--- src/rtl/seg_pkg.sv ---
// Shared types, constants and the leading-zero blanking helper for the scan controller.
package seg_pkg;

  localparam logic [3:0]  BLANK_CODE = 4'hF;
  localparam int unsigned MAX_DIGITS = 8;

  typedef enum logic {
    DEAD  = 1'b0,
    DRIVE = 1'b1
  } scan_state_t;

  // Replace every zero digit above the highest nonzero one (among the low n digits) with
  // BLANK_CODE. Digit 0 is never touched, so an all-zero value still shows "0".
  function automatic logic [31:0] lz_blank(input logic [31:0] digits, input int unsigned n);
    logic [31:0] res;
    logic        seen;
    res  = digits;
    seen = 1'b0;
    for (int unsigned i = MAX_DIGITS - 1; i >= 1; i--) begin
      if (i < n) begin
        if (!seen && (digits[4*i +: 4] == 4'h0)) begin
          res[4*i +: 4] = BLANK_CODE;
        end else begin
          seen = 1'b1;
        end
      end
    end
    return res;
  endfunction

endpackage

--- src/rtl/seg_scan_timer.sv ---
// Phase timer: counts cycles spent in the current DEAD/DRIVE phase and flags the last one.
module seg_scan_timer #(
  parameter int unsigned CLK_DIV  = 50000,
  parameter int unsigned DEAD_CYC = 2
) (
  input  logic clk,
  input  logic reset,
  input  logic clear_i,
  input  logic drive_i,
  output logic tc_c_o
);

  localparam int unsigned MAX_CYC = (CLK_DIV > DEAD_CYC) ? CLK_DIV : DEAD_CYC;
  localparam int unsigned CW      = $clog2(MAX_CYC + 1);

  logic [CW-1:0] cnt_q, cnt_d;
  logic [CW-1:0] last_c;

  // Terminal count depends on which phase the controller is currently in.
  always_comb begin
    last_c = drive_i ? CW'(CLK_DIV - 1) : CW'(DEAD_CYC - 1);
    tc_c_o = (cnt_q == last_c);
    cnt_d  = (clear_i || tc_c_o) ? '0 : cnt_q + CW'(1);
  end

  // Cycle counter register; a terminal count starts the next phase from zero.
  always_ff @(posedge clk) begin
    if (reset) cnt_q <= '0;
    else       cnt_q <= cnt_d;
  end

endmodule

--- src/rtl/seg_scan_ctrl.sv ---
// Multiplexed 7-segment scan controller with dead-time blanking and frame-aligned commits.
module seg_scan_ctrl
  import seg_pkg::*;
#(
  parameter int unsigned NUM_DIGITS = 4,
  parameter int unsigned CLK_DIV    = 50000,
  parameter int unsigned DEAD_CYC   = 2
) (
  input  logic                    clk,
  input  logic                    reset,
  input  logic                    enable_i,
  input  logic                    load_i,
  input  logic [4*NUM_DIGITS-1:0] digits_in_i,
  input  logic                    blank_lz_i,
  output logic [3:0]              bcd_out_o,
  output logic [NUM_DIGITS-1:0]   an_out_o,
  output logic                    pending_o,
  output logic                    frame_tick_o
);

  localparam int unsigned DW = 4 * NUM_DIGITS;
  localparam int unsigned IW = (NUM_DIGITS > 1) ? $clog2(NUM_DIGITS) : 1;

  scan_state_t           state_q, state_d;
  logic [IW-1:0]         idx_q, idx_d;
  logic [DW-1:0]         shadow_q, shadow_d;
  logic [DW-1:0]         active_q, active_d;
  logic                  pending_q, pending_d;
  logic [NUM_DIGITS-1:0] an_q, an_d;
  logic [3:0]            bcd_q, bcd_d;
  logic                  tick_q, tick_d;
  logic                  commit_c;
  logic                  tc_c;
  logic [31:0]           lz_full_c;
  logic [DW-1:0]         blanked_c;

  seg_scan_timer #(
    .CLK_DIV  (CLK_DIV),
    .DEAD_CYC (DEAD_CYC)
  ) u_timer (
    .clk     (clk),
    .reset   (reset),
    .clear_i (!enable_i),
    .drive_i (state_q == DRIVE),
    .tc_c_o  (tc_c)
  );

  // Shadow value as it would be displayed, with optional leading-zero blanking.
  always_comb begin
    lz_full_c = lz_blank(32'(shadow_q), NUM_DIGITS);
    blanked_c = blank_lz_i ? lz_full_c[DW-1:0] : shadow_q;
  end

  // Next-state, buffer and output logic; outputs are decoded from the next state.
  always_comb begin
    state_d   = state_q;
    idx_d     = idx_q;
    commit_c  = 1'b0;
    active_d  = active_q;
    shadow_d  = load_i ? digits_in_i : shadow_q;
    an_d      = '1;
    bcd_d     = BLANK_CODE;

    if (!enable_i) begin
      state_d = DEAD;
      idx_d   = '0;
    end else begin
      case (state_q)
        DEAD: begin
          if (tc_c) begin
            state_d  = DRIVE;
            commit_c = (idx_q == '0);
          end
        end
        DRIVE: begin
          if (tc_c) begin
            state_d = DEAD;
            idx_d   = (idx_q == IW'(NUM_DIGITS - 1)) ? '0 : idx_q + IW'(1);
          end
        end
        default: state_d = DEAD;
      endcase
    end

    if (commit_c && pending_q) active_d = blanked_c;
    // A load in the commit slot wins, so its value waits for the next frame.
    pending_d = load_i ? 1'b1 : (commit_c ? 1'b0 : pending_q);
    tick_d    = commit_c;

    if (state_d == DRIVE) begin
      an_d[idx_d] = 1'b0;
      bcd_d       = active_d[4*idx_d +: 4];
    end
  end

  // State, buffer and output registers.
  always_ff @(posedge clk) begin
    if (reset) begin
      state_q   <= DEAD;
      idx_q     <= '0;
      shadow_q  <= '0;
      active_q  <= {NUM_DIGITS{BLANK_CODE}};
      pending_q <= 1'b0;
      an_q      <= '1;
      bcd_q     <= BLANK_CODE;
      tick_q    <= 1'b0;
    end else begin
      state_q   <= state_d;
      idx_q     <= idx_d;
      shadow_q  <= shadow_d;
      active_q  <= active_d;
      pending_q <= pending_d;
      an_q      <= an_d;
      bcd_q     <= bcd_d;
      tick_q    <= tick_d;
    end
  end

  assign bcd_out_o    = bcd_q;
  assign an_out_o     = an_q;
  assign pending_o    = pending_q;
  assign frame_tick_o = tick_q;

endmodule

--- config.mk ---
export PLATFORM = sky130hd
export DESIGN_NAME = seg_scan_ctrl
export DESIGN_NICKNAME = d
export VERILOG_FILES = /design/src/rtl/seg_pkg.sv /design/src/rtl/seg_scan_timer.sv /design/src/rtl/seg_scan_ctrl.sv
export SDC_FILE = /design/constraint.sdc
export NUM_CORES = 1
export LEC_CHECK = 0
export ABC_AREA = 1
export CAP_MARGIN = 20
export CORE_MARGIN = 5
export CORE_UTILIZATION = 56
export CTS_CLUSTER_DIAMETER = 100
export DETAILED_ROUTE_END_ITERATION = 12
export GPL_TIMING_DRIVEN = 0
export PLACE_DENSITY = 0.79
export SYNTH_ARGS = -nofsm -noshare
export SYNTH_HDL_FRONTEND = slang
export SYNTH_SLANG_ARGS = --single-unit
--- constraint.sdc ---
create_clock -name clk -period 2.1 [get_ports clk]
set_input_delay 0.42 -clock clk [delete_from_list [all_inputs] [get_ports clk]]
set_output_delay 0.42 -clock clk [all_outputs]
set_load 0.01 [all_outputs]
==> metrics, run 1 <==
setup repair after global routing missed its margin=false; final count of pins violating max slew=0; count of instances resized after the clock tree is built=0; chip width=roughly 83 um; post-synth net total=between 400 and 500; terminus of the critical flop-to-flop path=bcd_out_o[2]; Antenna Violating Nets Remaining=0; number of top-level pins=31; HPWL Detailed=4700 um; beginning of the critical path=enable_i; YS warnings=0; highest clock frequency the design can meet=502 MHz; total overflow reported by the global router=0; clock latency reported for the late side of the worst-skew pair=approximately 0.34 ns; RePlAce Congestion=0.846; peak supply drop=593 uV; die height=83.1 um; signed area change from the synthesized netlist to the final layout=20.1%; depth of the CTS H-tree=3; Mapped Cells=approximately 410; drt initial violations=216; post-synth top area share=between 40% and 50%; logic depth of the worst register-to-register path=10; Buffers on Ports=30; most instantiated library cell after synthesis=sky130_fd_sc_hd__nand2_1; data arrival at the endpoint of the critical path=2.22 ns; post-layout minimum cycle time=about 2 ns; number of synthesized flops with an enable pin=0; Async SR Flop Fraction=0%; critical-path cell list=clkdlybuf4s50_1 > inv_1 > nor2_4 > nand4_4 > buf_6 > o21ai_1 > nand2_1 > nand3_1 > nand2_1; Critical Path Start Type=primary input; Core ar.=between 5000 and 6000 sq um; via count normalized by instance count=around 5.0; Area contributors post-synth=sky130_fd_sc_hd__dfxtp_1, sky130_fd_sc_hd__nand2_1, sky130_fd_sc_hd__inv_1, sky130_fd_sc_hd__nor2_1, sky130_fd_sc_hd__nand3_1; run status=finished, final reports clean; most frequent cells after synthesis=sky130_fd_sc_hd__nand2_1, sky130_fd_sc_hd__dfxtp_1, sky130_fd_sc_hd__inv_1, sky130_fd_sc_hd__nor2_1, sky130_fd_sc_hd__nand3_1; number of vias in the routed layout=2,622; Max-slew headroom=between 60% and 70%; most common cell type on the critical path=sky130_fd_sc_hd__nand2_1; largest area contributor in the synthesized netlist=sky130_fd_sc_hd__dfxtp_1; global-route wire length before repair=~11,000 um; Seq/Total Area, Yosys=between 40% and 50%; reg-to-reg startpoint=idx_q[0]; drt total wl=between 6000 and 7000 um; Clock transition at path regs=0.07 ns; Die ar.=slightly below 7000 sq um; Critical Path Fanout Max=10; Required @ worst endpoint=approximately 2.3 ns; Crit. End Element=register; top flip-flop cell by instance count after synthesis=sky130_fd_sc_hd__dfxtp_1; Avg WL per Cell=between 10 and 15 um; clock tree root driver cell=sky130_fd_sc_hd__clkbuf_8; fin nets=around 470; number of antenna violations at the first check in global routing=0; minimum setup slack in the final design=0.110 ns; register bit total from synthesis=61; drt pass-1 iters=5; number of setup violations in the final report=0; Post-Synthesis Cell Area=~3000 sq um; clk sinks=61; Avg Inst Size Synth=approximately 7.3 sq um; part of the cycle the worst path needs=roughly 95%; R2R setup slack=about 0.24 ns; number of setup buffers added after CTS=0; worst setup skew after layout=0.00990 ns; maximum number of pins on one net before global-route repair=11; fraction of final layout cells with drive strength greater than 1=11.2%; delay contributed by the slowest stage of the critical path=approximately 0.63 ns; number of global-route vias before repair=around 2,400; max-cap violations=0; number of rows created at floorplan=26; starting density of the core=58.3%; fill cell instance count of the final layout=460; final hold slack=approximately 0.45 ns; number of endpoints with negative hold slack in the final report=0; pwr/cell area=roughly 700 nW/um^2; count of different cell masters after synthesis=35; crit path capture=bcd_out_o[2]; number of remaining DRC errors=0; GRT Total Usage=between 10% and 20%; type of the worst min-delay path=register to register; worst slack after detailed placement=-0.251 ns; Inserted Diodes=0; number of CTS-inserted buffers=9; clock tree buffer depth=2; class of the most critical setup path=primary input to register; Leakage Power=approximately 1.6 nW; CTS tree=done; pin slew with the least headroom to its limit=around 0.47 ns; critical-path cell with the highest stage delay=sky130_fd_sc_hd__clkdlybuf4s50_1; cts-stage hold buffer count=0
==> per-stage QoR <==
| stage | std cells | utilization [%] | instance area [sq um] | total power [mW] | TNS (ns) |
|---|---|---|---|---|---|
| floorplan | 409 | - | 3000 | 1.39 | 0 |
| global placement | 509 | 65.8 | 3380 | 1.46 | -1.50 |
| detailed placement | 509 | 65.8 | 3380 | 1.47 | -1.73 |
| CTS | 525 | 69.9 | 3590 | 2.55 | 0 |
| global route | 525 | 70.0 | 3600 | 2.65 | 0 |
| finish | 525 | 70.0 | 3600 | 2.53 | 0 |
==> worst min path at each step <==
stage,start,endpoint,slack [ns],cells past startpoint
4_1_cts,u_timer.cnt_q[0],u_timer.cnt_q[0],0.46,1
3_3_place_gp,u_timer.cnt_q[0],u_timer.cnt_q[0],0.43,1
2_1_floorplan,u_timer.cnt_q[0],u_timer.cnt_q[0],0.42,1
5_1_grt,u_timer.cnt_q[0],u_timer.cnt_q[0],0.48,1
3_5_place_dp,u_timer.cnt_q[0],u_timer.cnt_q[0],0.44,1
6_report,u_timer.cnt_q[0],u_timer.cnt_q[0],0.45,1
==> cell families (layout without fill, tap and decap cells) <==
family / Yosys count / after routing / synth area share, %
adders and majority gates: 3 / 3 / 1.25
and+or+nand+nor: 212 / 212 / 35.8
xor gates and xnor gates: 4 / 4 / 1.17
buffers and inverters: 76 / 122 / 10.7
DFF: 61 / 61 / 40.8
AOI/OAI and AO/OA: 53 / 53 / 10.4
==> worst max-delay path, delay by kind of cell <==
kind | cells | cell delay, ns
buf+inv | 3 | 0.97
simple gates | 5 | 0.66
compound gates | 1 | 0.17
==> metal layers <==
layer	GRT usage, %	vias to the layer above	wire length [um]
met3	4.75	5	372
met5	0	-	0
li1	-	1376	-
met2	29.9	64	2680
met4	6.69	0	61
met1	25.1	1177	3020
==> where the power goes <==
group | internal [mW] | switching [mW]
logic | 0.0980 | 0.147
registers | 1.19 | 0.0111
clock network | 0.644 | 0.442
==> registers in the layout, indices dropped and copies added (netlist names) <==
| register | count |
|---|---|
| bcd_out_o | 4 |
| frame_tick_o | 1 |
| pending_o | 1 |
| shadow_q | 16 |
| an_out_o | 4 |
| state_q | 1 |
| idx_q | 2 |
| u_timer.cnt_q | 16 |
| active_q | 16 |
==> cell usage in the layout, fill, tap and decap left out, types with 5 or more instances in the layout <==
master                            instances
sky130_fd_sc_hd__a21oi_1                 23
sky130_fd_sc_hd__clkbuf_1                 7
sky130_fd_sc_hd__clkbuf_8                12
sky130_fd_sc_hd__clkdlybuf4s50_1         30
sky130_fd_sc_hd__dfxtp_1                 61
sky130_fd_sc_hd__inv_1                   61
sky130_fd_sc_hd__nand2_1                101
sky130_fd_sc_hd__nand2_4                  5
sky130_fd_sc_hd__nand3_1                 27
sky130_fd_sc_hd__nand4_1                 11
sky130_fd_sc_hd__nor2_1                  37
sky130_fd_sc_hd__nor3_1                   7
sky130_fd_sc_hd__o21ai_0                 16
==> cell type report <==
type | instances | area, sq um | share of cell area [%]
multi-input combinational | 272 | 1460 | 40.5
sequential | 61 | 1220 | 33.9
timing repair buffer | 30 | 300 | 8.35
inverter | 64 | 240 | 6.68
clock buffer | 13 | 169 | 4.70
tap | 70 | 87.6 | 2.43
buffer | 12 | 80.1 | 2.23
clock inverter | 3 | 42.5 | 1.18
Power figures use the tool's default switching activity.
==> run 2, diff against run 1 <==
SKIP_CTS_REPAIR_TIMING = 1   (was not set)
==> results of run 2 <==
Same layout as run 1: the final DEF is identical, and so are final timing and power.
==> run 3, diff against run 2 <==
CORE_UTILIZATION = 30   (was 56)
PLACE_DENSITY = not set   (was 0.79)
==> run 3 against run 2 <==
Power up 8.0%. Worst setup slack gained 0.12 ns. Critical endpoint is now bcd_out_o[1]. Largest cell class unchanged. Cell count rose by 12%. Highest routed layer unchanged. Clock power is 17% higher.
==> metrics, run 3 (synthesis results as in run 1) <==
beginning of the critical path=enable_i; clock latency reported for the late side of the worst-skew pair=between 0.3 and 0.4 ns; setup_tns=0 ns; logic depth of the worst register-to-register path=10; Crit. End Element=register; clk sinks=61; maximum number of pins on one net before global-route repair=13; worst setup skew after layout=~0.011 ns; chip width=110 um; HPWL Detailed=about 4800 um; commonest cells after routing, fill and taps aside=sky130_fd_sc_hd__nand2_1, sky130_fd_sc_hd__inv_1, sky130_fd_sc_hd__dfxtp_1; setup repair after global routing missed its margin=false; reg-to-reg startpoint=u_timer.cnt_q[8]; Max-slew headroom=about 67%; critical-path cell with the highest stage delay=sky130_fd_sc_hd__clkdlybuf4s50_1; GRT Total Usage=a little under an eighth; Critical Path Fanout Max=10; data arrival at the endpoint of the critical path=2.11 ns; number of placed cells counting well taps=roughly 570; most common cell type on the critical path=sky130_fd_sc_hd__nand2_1; RePlAce Congestion=0.843; number of global-route vias before repair=between 2,000 and 2,500; Core ar.=roughly 9800 sq um; number of vias in the routed layout=approximately 2,600; Critical Path Start Type=primary input; Top Registers=active_q (16), shadow_q (16), u_timer.cnt_q (16); final count of pins violating max slew=0; Buffers on Ports=30; global-route wire length before repair=around 11,000 um; critical-path cell list=clkdlybuf4s50_1 > inv_1 > nor2_4 > nand4_4 > buf_6 > o21ai_1 > nand2_1 > nand3_1 > nand2_1; drt pass-1 iters=4; number of setup violations in the final report=0; class of the most critical setup path=primary input to register; pin slew with the least headroom to its limit=around 0.5 ns; Inserted Diodes=0; signed area change from the synthesized netlist to the final layout=24.3%; pwr/cell area=roughly 730 nW/um^2; delay contributed by the slowest stage of the critical path=roughly 0.64 ns; highest clock frequency the design can meet=between 500 and 600 MHz; depth of the CTS H-tree=3; number of rows created at floorplan=36; R2R setup slack=0.25 ns; drt initial violations=~130; number of CTS-inserted buffers=9; starting density of the core=a little under a third; number of endpoints with negative hold slack in the final report=0; Required @ worst endpoint=~2.3 ns; die height=approximately 110 um; peak supply drop=approximately 260 uV; number of remaining DRC errors=0; total overflow reported by the global router=0; Die ar.=roughly 12,000 sq um; Leakage Power=~1.6 nW; most common cell after layout, fill and taps aside=sky130_fd_sc_hd__nand2_1; fraction of final layout cells with drive strength greater than 1=roughly 12%; crit path capture=bcd_out_o[1]; drt total wl=between 6000 and 7000 um; terminus of the critical flop-to-flop path=bcd_out_o[1]; fin nets=~480; max-cap violations=0; Antenna Violating Nets Remaining=0; CTS tree=done; Final Instance Count excl. Fillers=a little under 600; run status=finished, final reports clean; part of the cycle the worst path needs=89.3%; clock tree root driver cell=sky130_fd_sc_hd__clkbuf_8; Clock transition at path regs=about 0.07 ns; number of antenna violations at the first check in global routing=0; via count normalized by instance count=about 4.4; number of top-level pins=31; post-layout minimum cycle time=~1.9 ns; Avg WL per Cell=around 11 um; clock tree buffer depth=2; type of the worst min-delay path=register to register
[run 3: final cells by class]
class / count / area (sq um)
sequential: 61 / 1220
timing repair buffer: 32 / 315
tap: 133 / 166
fill: 1022 / 6050
clock buffer: 9 / 124
clock inverter: 7 / 123
multi-input combinational: 272 / 1450
buffer: 12 / 80.1
inverter: 64 / 240
[run 3: how the worst min path moves through the flow]
stage                          start  cells after the start          endpoint  slack [ns]
global placement    u_timer.cnt_q[0]                      1  u_timer.cnt_q[0]        0.43
global route        u_timer.cnt_q[0]                      1  u_timer.cnt_q[0]        0.47
floorplan           u_timer.cnt_q[0]                      1  u_timer.cnt_q[0]        0.42
CTS                 u_timer.cnt_q[0]                      1  u_timer.cnt_q[0]        0.45
finish              u_timer.cnt_q[0]                      1  u_timer.cnt_q[0]        0.45
detailed placement  u_timer.cnt_q[0]                      1  u_timer.cnt_q[0]        0.44
[run 3: stage by stage]
step | cell area [sq um] | setup WS [ns] | utilization (%) | power (mW) | hold slack [ns]
global route | 3720 | 0.0590 | 38.1 | 2.86 | 0.470
floorplan | 3000 | 0.521 | - | 1.39 | 0.417
finish | 3720 | 0.225 | 38.1 | 2.73 | 0.446
global placement | 3460 | -0.309 | 35.4 | 1.47 | 0.432
detailed placement | 3460 | -0.288 | 35.4 | 1.47 | 0.437
CTS | 3710 | 0.0764 | 37.9 | 2.77 | 0.447
[run 3: critical path, delay by kind of cell]
kind            cells  cell delay, ns
buf+inv             3            0.98
simple gates        5            0.54
compound gates      1            0.18
[run 3: routing by layer]
layer  up-vias  routed length, um  track usage [%]
met2        67               2750             17.2
met3        12                312             2.99
met1      1134               3200             15.6
li1       1385                  -                -
met4         0                148             6.23
met5         -                  0                0
[run 3: where the power goes]
| part | internal [mW] | switching, mW |
|---|---|---|
| clock | 0.793 | 0.491 |
| combinational | 0.101 | 0.149 |
| sequential | 1.19 | 0.0104 |
| total | 2.08 | 0.650 |
==> RTL edit 1 (config.mk and constraints of run 1) <==
Make the reset (`reset`) asynchronous in 2 clocked blocks.
--- a/src/rtl/seg_scan_timer.sv
+++ b/src/rtl/seg_scan_timer.sv
@@ -26,3 +26,3 @@
   // Cycle counter register; a terminal count starts the next phase from zero.
-  always_ff @(posedge clk) begin
+  always_ff @(posedge clk or posedge reset) begin
     if (reset) cnt_q <= '0;
--- a/src/rtl/seg_scan_ctrl.sv
+++ b/src/rtl/seg_scan_ctrl.sv
@@ -96,3 +96,3 @@
   // State, buffer and output registers.
-  always_ff @(posedge clk) begin
+  always_ff @(posedge clk or posedge reset) begin
     if (reset) begin
Function: differs if reset is asserted again (counterexample within 4 cycles, from zero or initial values and one cycle with reset high); with reset held inactive, the same outputs for 10 cycles.
==> RTL edit 1 against run 1 <==
Routed wire length decreased by 1.6%; worst setup slack better by 120 ps; area after synthesis increased by 1.5%; sequential cell count unchanged; global-route usage fell by 0.25 points; final area up 1.7%; non-clock buffer count shrank 3; critical path type is now register to register.
Power is not compared: it rests on default switching activity, and its combinational part moved more than twofold at a synthesized area within 25%.
==> RTL edit 1: results (changes against run 1) <==
| Metric | Value |
|---|---|
| Largest net degree at the start of global routing | `41 (was 11)` |
| Area of the multi-input gates | `1210 um2 (was 1460 um2)` |
| Avg WL per Cell | `12.4 um (was 11.7 um)` |
| First-pass GRT wire length | `10500 um (was 10800 um)` |
| Detailed Route Iter0 Violations | `127 (was 216)` |
| Syn Area/Cell | `8.24 um2 (was 7.32 um2)` |
| Multi-input combinational cell count | `240 (was 272)` |
| Number of global-route vias before repair | `2278 (was 2436)` |
| Post-route cell area | `3660 um2 (was 3600 um2)` |
| Buffers excl. clock | `39 (was 42)` |
| Register area | `1560 um2 (was 1220 um2)` |
| Outcome | `completed (unchanged)` |
| WP data arrival | `2140 ps (was 2220 ps)` |
| Clock buf/inv share | `5.54% (was 5.88%)` |
| Dpl hpwl | `4360 um (was 4700 um)` |
| Worst hold slack | `413 ps (was 450 ps)` |
| Total iterations of the first detailed-routing run | `4 (was 5)` |
| Post-synth top cells | `nand2_1, inv_1, nor2_1 (was nand2_1, dfxtp_1, inv_1)` |
| Synth Area in XOR/XNOR | `0.576% (was 1.17%)` |
| Launch point of the worst reg-to-reg path | `u_timer.cnt_q[2] (was idx_q[0])` |
| HP Class | `input pin to async pin (was register to register)` |
| Placed cell area | `3450 um2 (was 3380 um2)` |
| Final wirelength | `6030 um (was 6130 um)` |
| Nets | `435 (was 474)` |
| Worst setup path startpoint | `u_timer.cnt_q[2] (was enable_i)` |
| Final Critical Period | `1870 ps (was 1990 ps)` |
| Most common flop cell mapped by yosys | `dfrtp_1 (was dfxtp_1)` |
| Cell family with most CP delay | `simple AND/OR/NAND/NOR gates (was buffers and inverters)` |
| Die area | `7010 um2 (was 6910 um2)` |
| Filler cell count | `431 (was 460)` |
| Synth Area in Compound Gates | `8.68% (was 10.4%)` |
| Ranking of synthesized cells by area | `dfrtp_1, dfstp_2, nand2_1 (was dfxtp_1, nand2_1, inv_1)` |
| Clk_skew | `8.58 ps (was 9.90 ps)` |
| Crit path to | `bcd_out_o[1] (was bcd_out_o[2])` |
| CLK BUF | `12 (was 13)` |
| Placed Instances | `470 (was 509)` |
[RTL edit 1: changes by cell type in the layout (fill, tap and decap cells not counted), moves of 9 or more]
cell	run 1	this run
dfrtp_1	0	37
a21oi_1	23	7
dfxtp_1	61	0
nor2_2	3	14
nand3_1	27	16
o21ai_0	16	25
dfstp_2	0	24
inv_1	61	49
[RTL edit 1: where the power goes]
| part | internal (mW) | total [mW] | switching (mW) |
|---|---|---|---|
| Clock | 0.609 | 1.07 | 0.458 |
| Sequential | 1.51 | 1.59 | 0.0816 |
| Combinational | 0.320 | 0.799 | 0.479 |
[RTL edit 1: what timing repair did]
action                                  4_1_cts  5_1_grt
endpoints found under the hold margin         0        0
gates resized for setup                       0        2
endpoints found under the setup margin        0        3
hold buffers                                  0        0
[RTL edit 1: per-layer routing]
layer | GRT usage, % | part of all wire [%] | vias up
met3 | 5.03 | 5.6 | 9
met4 | 6.43 | 1.2 | 0
li1 | - | - | 1239
met1 | 26.4 | 50 | 1076
met2 | 27.7 | 44 | 53
met5 | 0 | 0 | -
==> RTL edit 2 (flow settings as in run 1) <==
Made on the original files. Change the parameter `NUM_DIGITS` from 4 to 2.
--- a/src/rtl/seg_scan_ctrl.sv
+++ b/src/rtl/seg_scan_ctrl.sv
@@ -4,3 +4,3 @@
 #(
-  parameter int unsigned NUM_DIGITS = 4,
+  parameter int unsigned NUM_DIGITS = 2,
   parameter int unsigned CLK_DIV    = 50000,
Ports: changed (resized an_out_o and digits_in_i); port bits go from 31 to 21. The function was not compared with the original's and may differ.
==> RTL edit 2 against run 1 <==
Maximum frequency grew 3.9%; combinational power decreased by 44%; worst setup slack better by 74 ps; final area fell by 34%; power fell by 46%; area after synthesis down 35%; largest power group unchanged; sequential share of layout area grew 2.0 points; critical endpoint is now bcd_out_o[0]; register-to-register slack lost 60 ps; routed wire length fell by 41%; sequential cell count is 19 lower; sequential power shrank 31%; critical path type is now register to register; via count decreased by 37%; final cell count shrank 36%.
==> RTL edit 2: results (changes against run 1) <==
| Metric | Value |
|---|---|
| Outcome | `completed (unchanged)` |
| Launch point of the worst reg-to-reg path | `u_timer.cnt_q[14] (was idx_q[0])` |
| Root buffer cell | `clkbuf_4 (was clkbuf_8)` |
| Vias | `1659 (was 2622)` |
| Post-synth net total | `274 (was 433)` |
| Htree depth | `2 (was 3)` |
| Met3 usage | `3.89% (was 4.75%)` |
| DP Worst Slack | `88.6 ps (was -251 ps)` |
| Critical path peak fanout | `8 (was 10)` |
| First-pass GRT wire length | `6090 um (was 10800 um)` |
| Detailed Route Iter0 Violations | `129 (was 216)` |
| Hold path startpoint | `shadow_q[1] (was u_timer.cnt_q[0])` |
| Clock-pin slew on the worst setup and hold paths | `130 ps (was 70 ps)` |
| Worst-margin pin slew | `357 ps (was 472 ps)` |
| Crit-path slowest cell | `dfxtp_1 (was clkdlybuf4s50_1)` |
| GRT Total Usage | `17.1% (was 18.9%)` |
| Routing usage on met2 | `29.6% (was 29.9%)` |
| Max VDD drop | `441 uV (was 593 uV)` |
| Dpl hpwl | `2650 um (was 4700 um)` |
| Post-synth top cells | `nand2_1, dfxtp_1, inv_1 (unchanged)` |
| Filler cell count | `270 (was 460)` |
| Synth Warn # | `0 (unchanged)` |
| Clk_skew | `9.34 ps (was 9.90 ps)` |
| Antenna Cells | `0 (unchanged)` |
| Placer Congestion | `0.917 (was 0.846)` |
| Fraction of layout cells with a size suffix above 1 | `22.9% (was 11.2%)` |
| Final wirelength | `3610 um (was 6130 um)` |
| Nets | `306 (was 474)` |
| Hold Path Depth | `2 (was 1)` |
| Library cells used by synthesis | `24 (was 35)` |
| Total iterations of the first detailed-routing run | `4 (was 5)` |
| Worst Hold End | `shadow_q[1] (was u_timer.cnt_q[0])` |
| WP data arrival | `2170 ps (was 2220 ps)` |
| GR Util met1 | `20.2% (was 25.1%)` |
| Syn Area/Cell | `7.50 um2 (was 7.32 um2)` |
| Top Registers | `u_timer.cnt_q (16), active_q (8), shadow_q (8) (was active_q (16), shadow_q (16), u_timer.cnt_q (16))` |
| Post-synthesis instance total | `259 (was 409)` |
| Reg2Reg Depth | `12 (was 10)` |
| Ranking of synthesized cells by area | `dfxtp_1, nand2_1, inv_1 (unchanged)` |
| Worst R2R Setup Slack | `180 ps (was 240 ps)` |
| Number of global-route vias before repair | `1496 (was 2436)` |
| Largest net degree at the start of global routing | `15 (was 11)` |
| Layout Cells excl Fill | `338 (was 525)` |
| CTS Buf Count | `5 (was 9)` |
| Slowest stage delay, CP | `440 ps (was 630 ps)` |
| Crit Reg-Reg Endpoint | `bcd_out_o[0] (was bcd_out_o[2])` |
| Leak Pwr | `1.00 nW (was 1.63 nW)` |
| Placed Instances | `325 (was 509)` |
| Seq/Total Area, Yosys | `43.3% (was 40.8%)` |
-- RTL edit 2: cell type report --
type | instances | area, um2 | area share [%]
Inverter | 42 | 158 | 6.64
Multi-Input combinational cell | 172 | 981 | 41.3
Sequential cell | 42 | 855 | 36.0
Buffer | 3 | 28.8 | 1.21
Clock buffer | 5 | 37.5 | 1.58
Tap cell | 46 | 57.6 | 2.42
Timing Repair Buffer | 25 | 238 | 10.0
Clock inverter | 3 | 21.3 | 0.895
-- RTL edit 2: timing repair --
action,4_1_cts,5_1_grt
endpoints found under the setup margin,0,7
resized for setup,0,25
setup buffers,0,5
-- RTL edit 2: metrics by stage --
step	power [mW]	hold WS, ps	area [um2]
2_1_floorplan	0.922	429	1940
3_3_place_gp	0.965	443	2200
3_5_place_dp	0.968	449	2200
4_1_cts	1.37	467	2260
5_1_grt	1.43	526	2380
6_report	1.36	468	2380
-- RTL edit 2: how the worst max path moves through the flow --
stage                           start            to  slack, ps  cells past startpoint
floorplan            u_timer.cnt_q[9]  bcd_out_o[0]        360                     13
global placement     u_timer.cnt_q[9]  bcd_out_o[1]        110                     14
detailed placement   u_timer.cnt_q[9]  bcd_out_o[1]         90                     15
CTS                  u_timer.cnt_q[9]  bcd_out_o[0]         60                     15
global route         u_timer.cnt_q[2]  bcd_out_o[0]         -5                     13
finish              u_timer.cnt_q[14]  bcd_out_o[0]        180                     12
-- RTL edit 2: layer usage --
metal | routed length [um] | vias up
li1 | - | 870
met1 | 1620 | 746
met3 | 169 | 9
met5 | 0 | -
met4 | 67 | 0
met2 | 1760 | 34
-- RTL edit 2: cell families after synthesis --
kind of cell / count (synthesis) / share of synthesized area (%)
and+or+nand+nor: 137 / 34.4
adders and majority gates: 2 / 1.29
xor gates and xnor gates: 13 / 5.86
buffers and inverters: 45 / 9.59
AOI/OAI and AO/OA: 20 / 5.54
DFF: 42 / 43.3
-- RTL edit 2: where the power goes --
part           switching (mW)  internal (mW)
Sequential             0.0111          0.814
Clock                   0.269          0.130
Combinational          0.0739         0.0626
Total                   0.354           1.01
-- RTL edit 2: critical path: cells and delay by family (launching register included) --
family | cells | cell delay (ps)
simple gates | 8 | 920
flops | 1 | 440
compound gates | 1 | 200
fa+ha+maj | 1 | 140
buf+inv | 2 | 130
